--- config.mk ---
export PLATFORM = sky130hd
export DESIGN_NAME = seq_shift_unit
export DESIGN_NICKNAME = d
export VERILOG_FILES = /design/src/rtl/seq_shift_unit.sv
export SDC_FILE = /design/constraint.sdc
export NUM_CORES = 1
export LEC_CHECK = 0
export CORE_MARGIN = 5
export CORE_UTILIZATION = 52
export CTS_BUF_LIST = sky130_fd_sc_hd__clkbuf_8
export CTS_CLUSTER_SIZE = 14
export DETAILED_ROUTE_END_ITERATION = 6
export HOLD_SLACK_MARGIN = 0.15
export PLACE_DENSITY = 0.86
export SLEW_MARGIN = 10
export SYNTH_ARGS = -nofsm -noshare
export SYNTH_HDL_FRONTEND = slang
export SYNTH_SLANG_ARGS = --single-unit
--- constraint.sdc ---
create_clock -name clk -period 3.2 [get_ports clk]
set_clock_uncertainty 0.1 [all_clocks]
set_input_delay 0.64 -clock clk [delete_from_list [all_inputs] [get_ports clk]]
set_output_delay 0.64 -clock clk [all_outputs]
set_load 0.02 [all_outputs]
--- src/rtl/seq_shift_unit.sv ---
// Multi-cycle shift/rotate unit: one bit of shift per clock, valid/ready on both sides.
// Modes: LSL, LSR, ASR, ROR. It also produces carry and zero flags for the ALU flag logic.
module seq_shift_unit #(
  parameter int WIDTH = 8,
  localparam int AW = $clog2(WIDTH)
) (
  input  logic             clk,
  input  logic             rst_n,
  input  logic             in_valid,
  output logic             in_ready,
  input  logic [WIDTH-1:0] a,
  input  logic [AW-1:0]    amount,
  input  logic [1:0]       mode,
  output logic             out_valid,
  input  logic             out_ready,
  output logic [WIDTH-1:0] result,
  output logic             carry,
  output logic             zero
);

  typedef enum logic [1:0] {
    IDLE = 2'd0,
    BUSY = 2'd1,
    DONE = 2'd2
  } state_t;

  localparam logic [1:0] MODE_LSL = 2'b00;
  localparam logic [1:0] MODE_LSR = 2'b01;
  localparam logic [1:0] MODE_ASR = 2'b10;
  localparam logic [1:0] MODE_ROR = 2'b11;

  state_t           state, state_next;
  logic [WIDTH-1:0] work, work_next;
  logic [AW-1:0]    count, count_next;
  logic [1:0]       mode_reg, mode_reg_next;
  logic             carry_reg, carry_reg_next;

  always_ff @(posedge clk or negedge rst_n) begin
    if (!rst_n) begin
      state     <= IDLE;
      work      <= '0;
      count     <= '0;
      mode_reg  <= '0;
      carry_reg <= 1'b0;
    end else begin
      state     <= state_next;
      work      <= work_next;
      count     <= count_next;
      mode_reg  <= mode_reg_next;
      carry_reg <= carry_reg_next;
    end
  end

  always_comb begin
    state_next     = state;
    work_next      = work;
    count_next     = count;
    mode_reg_next  = mode_reg;
    carry_reg_next = carry_reg;
    case (state)
      IDLE: begin
        if (in_valid) begin
          work_next      = a;
          mode_reg_next  = mode;
          count_next     = amount;
          carry_reg_next = 1'b0;
          state_next     = (amount == '0) ? DONE : BUSY;
        end
      end
      BUSY: begin
        case (mode_reg)
          MODE_LSL: begin
            carry_reg_next = work[WIDTH-1];
            work_next      = {work[WIDTH-2:0], 1'b0};
          end
          MODE_LSR: begin
            carry_reg_next = work[0];
            work_next      = {1'b0, work[WIDTH-1:1]};
          end
          MODE_ASR: begin
            carry_reg_next = work[0];
            work_next      = {work[WIDTH-1], work[WIDTH-1:1]};
          end
          MODE_ROR: begin
            carry_reg_next = work[0];
            work_next      = {work[0], work[WIDTH-1:1]};
          end
          default: ;
        endcase
        count_next = count - AW'(1);
        // count is at least 1 here; the step taking it to 0 is the last one
        if (count == AW'(1)) begin
          state_next = DONE;
        end
      end
      DONE: begin
        if (out_ready) begin
          state_next = IDLE;
        end
      end
      default: state_next = IDLE;
    endcase
  end

  assign in_ready  = (state == IDLE);
  assign out_valid = (state == DONE);
  assign result    = work;
  assign carry     = carry_reg;
  assign zero      = (work == '0);

endmodule

# --- Yosys cells after proc, flatten, opt, wreduce, memory -nomap -nowiden ---
# Cells that the tools add are included.
word_totals:
  register_bits: 16
  input_bits: 17
  out_inout_bits: 12
  word_cells: 40
op_classes:
  addsub: 1
  eq_ne: 10
  mux: 13
  reduce_logical: 10
ops:
  columns: ["operator", "n"]
  rows:
  - ["case mux 8 bit (4 select lines)", 1]
  - ["case mux 8 bit (2 select lines)", 1]
  - ["zero test 8 bit", 1]
  - ["2-to-1 mux 2 bit", 4]
  - ["2-to-1 mux 8 bit", 1]
  - ["== test 2 bit (second input constant)", 3]
  - ["!= test 2 bit (second input constant)", 3]
  - ["case mux 2 bit (3 select lines)", 1]
  - ["case mux 3 bit (2 select lines)", 1]
  - ["AND reduction 3 bit", 2]
  - ["== test 2 x 1 -> 1 bit (second input constant)", 2]
  - ["zero test 2 bit", 2]
  - ["case mux 1 bit (2 select lines)", 2]
  - ["AND reduction 2 bit", 2]
  - ["== test 3 x 1 -> 1 bit (second input constant)", 1]
  - ["zero test 3 bit", 1]
  - ["2-to-1 mux 3 bit", 1]
  - ["OR reduction 3 bit", 1]
  - ["subtractor 3 x 1 -> 3 bit (second input constant)", 1]
  - ["!= test 2 x 1 -> 1 bit (second input constant)", 1]
  - ["nonzero test 2 bit", 1]
  - ["2-to-1 mux 1 bit", 1]

# --- Longest topological paths before layout ---
depth:
  depth_word: 4
  depth_mapped: 5
  ltp_nobuf: 5

# --- Worst setup path after synthesis ---
# Ideal clock, no wire load.
synth_timing:
  kind: "register to output"
  from: "register work[3] (netlist: result[3])"
  to: "output port zero"
  t_arrival_ps: 1314
  t_required_ps: 2460
  slack_ps: 1146
  path_stages_with_launch: 3
  path_buffers: 0
  cell_sequence: "dfrtp_1 -> or4_1 -> nor2_1"
synth_between:
  elab_chain_cells: 1
synth_rtl:
  columns: ["item", "line_no", "text"]
  rows:
  - ["start: declaration", "33", "logic [WIDTH-1:0] work, work_next;"]
  - ["start signal: assignment", "47", "work <= work_next;"]
  - ["zero test 8 bit", "109", "assign zero = (work == '0);"]
  - ["end: declaration", "18", "output logic zero"]
# Every way passes these cells.

# --- Worst setup path after layout ---
# Ends and elaborated chain as after synthesis.

==> results_dict.tcl <==
set metrics [dict create \
    status "finished, final reports clean" \
    synthTopCellsByCount "dfrtp_1 (16), nor2_1 (14), o22ai_1 (10), a221oi_1 (7), mux2i_1 (7)" \
    path_cells "or4_1 > nor2_1 > clkdlybuf4s50_1" \
    yosysTopAreaCell "dfrtp_1" \
    synthCells 96 \
    grt_pass1_vias 861 \
    postRouteAntennaNets 0 \
    grt_start_max_net_pins 17 \
    startpoint_type "flop" \
    routed_wl_um 2510 \
    fin_crit_ns 2.66 \
    ioPinCount 29 \
    synth_edf_count 0 \
    report.final.setup_viol 0 \
    worstSetupStartpoint "result[3]$_DFFE_PN0P_" \
    clock.fmax_ghz 0.375 \
    syn-num-nets 115 \
    cp.arrival_ns 1.92 \
    powerDensity_nw_per_um2 1030 \
    drv_slew 0 \
    relSlewSlack_pct 51.0 \
    via_per_inst 6.11 \
    hold_viol 0 \
    yosysTopAreaCellShare_pct 41.5 \
    track_usage_pct 19.7 \
    die_area_um2 2820 \
    fillCellCount 124 \
    clk_path_buf_depth 2 \
    fp-row-count 15 \
    cts_resized 0 \
    ir_worst_vdd_mv 0.673 \
    routabilityCongestion 0.879 \
    rrSetupSlack_ns 1.50 \
    cp-endpoint "zero" \
    grt_setup_unrepaired "no" \
    worstPathMaxFanout 6 \
    dp_slack_ns 0.799 \
    critPathSlowestCell "clkdlybuf4s50_1" \
    finalSetupTns_ns 0 \
    tritoncts "built" \
    cts_buffers 3 \
    first_pass_iters 4 \
    synth.area.top_cells "dfrtp_1 (42%), mux2i_1 (7.3%), o22ai_1 (6.5%)" \
    grt_pass1_wl_um 4130 \
    synthArstFlopShare_pct 100 \
    post-synth-top-count-cell "dfrtp_1" \
    avgSynthCellArea_um2 10.0 \
    yosys_warnings 0 \
    endpoint_kind "output pin" \
    post_cts_buffers 0 \
    holdBufCountCts 0 \
    tightestPinTransition_ns 0.733 \
    hpwl_um 1750 \
    utilization_pct 74.3 \
    core_um2 1750 \
    ys_dominant_reg_cell "dfrtp_1" \
    dieHeight_um 53.1 \
    largest_reg_flops 8 \
    hold_class "reg -> reg" \
    wl_per_cell_um 17.0 \
    netlist_area_um2 965 \
    synth_seq_area_share_pct 41.5 \
    fin_ws_ns 0.535 \
    io_buffers 28 \
    n_antenna_cell 0 \
    worst-r2r-cell-count 3 \
    start_util_pct 55.3 \
    clk_latency_ns 0.25 \
    cp.required_ns 2.46 \
    post-route-period-util_pct 83.3 \
    clock-sinks 16 \
    htree_levels 1 \
    rr_endpoint "result[7]$_DFFE_PN0P_" \
    drc 0 \
    power_uw 1340 \
    vias 905 \
    root_buffer "clkbuf_8" \
    synth_cell_types 33 \
    clk_pin_slew_ns 0.06 \
    path_class "reg -> out" \
    holdPathStages 2 \
    drt_iter0_markers 45 \
    areaGrowthSynthToFinish_pct 34.5 \
    leakagePower_uw 0.000521 \
    drive_gt1_share_pct 7.32 \
    maxCapViolCount 0 \
    ys_ff_latch 16 \
    crit_path_max_incr_delay_ns 0.61 \
    gr-total-overflow 0 \
    nets 143 \
    die-width_um 53.1 \
    antenna_found_initial 0 \
    r2r_start "state[0]$_DFFE_PN0P_" \
]
## metal layers
layer / up-vias / global-route usage [%] / wire length, µm / share of wire [%]
li1: 419 / - / - / -
met5: - / 0 / 0 / 0
met1: 439 / 26.6 / 1050 / 42
met2: 39 / 31.6 / 1260 / 50
met3: 8 / 2.25 / 143 / 5.7
met4: 0 / 8.51 / 58 / 2.3
## metrics by stage
| step | area [µm²] | std cells | hold slack (ns) |
|---|---|---|---|
| 2_1_floorplan | 965 | 96 | 0.244 |
| 3_3_place_gp | 1240 | 144 | 0.381 |
| 3_5_place_dp | 1240 | 144 | 0.388 |
| 4_1_cts | 1300 | 148 | 0.402 |
| 5_1_grt | 1300 | 148 | 0.471 |
| 6_report | 1300 | 148 | 0.400 |
## layout make-up
class | instances | area (µm²) | area share (%)
timing repair buffer | 28 | 280 | 21.6
clock buffer | 4 | 55.1 | 4.24
inverter | 4 | 15.0 | 1.16
multi-input combinational | 71 | 515 | 39.7
tap | 25 | 31.3 | 2.41
sequential | 16 | 400 | 30.9
## worst max-delay path: cells and delay by family, from the launching register on
kind / cells / cell delay (ns)
flops: 1 / 0.43
simple gates: 2 / 0.65
buf+inv: 1 / 0.61
## how the worst min path moves through the flow
stage                 startpoint                 to  slack (ns)
3_3_place_gp   carry$_DFFE_PN0P_  carry$_DFFE_PN0P_        0.38
4_1_cts        carry$_DFFE_PN0P_  carry$_DFFE_PN0P_        0.40
5_1_grt        carry$_DFFE_PN0P_  carry$_DFFE_PN0P_        0.47
3_5_place_dp   carry$_DFFE_PN0P_  carry$_DFFE_PN0P_        0.39
2_1_floorplan              rst_n  carry$_DFFE_PN0P_        0.24
6_report       carry$_DFFE_PN0P_  carry$_DFFE_PN0P_        0.40
## logic make-up (layout without fill, tap and decap cells)
group / Yosys count / in the layout / synth area share (%)
AOI/OAI and AO/OA: 32 / 32 / 24.3
and+or+nand+nor: 28 / 28 / 17.0
DFF: 16 / 16 / 41.5
muxes: 9 / 9 / 9.60
buffers and inverters: 9 / 36 / 5.06
adders and majority gates: 2 / 2 / 2.59
## power breakdown
part           switching [µW]  internal [µW]
combinational             351            346
clock                    68.3            109
sequential                160            304
## cells in the final DEF (no fill, tap or decap), types with 2 or more instances in the layout
cell             netlist  routed
clkdlybuf4s50_1        0      28
dfrtp_1               16      16
nor2_1                14      14
o22ai_1               10      10
mux2i_1                7       7
a221oi_1               7       7
clkbuf_8               0       4
inv_1                  3       3
a21oi_1                3       3
or4_1                  2       2
nand2b_1               2       2
nand2_1                2       2
o21ai_1                2       2
mux2_1                 2       2
o21ai_0                2       2
o22a_1                 2       2
ha_1                   2       2
Note: power is estimated with default switching activity, not from simulation.
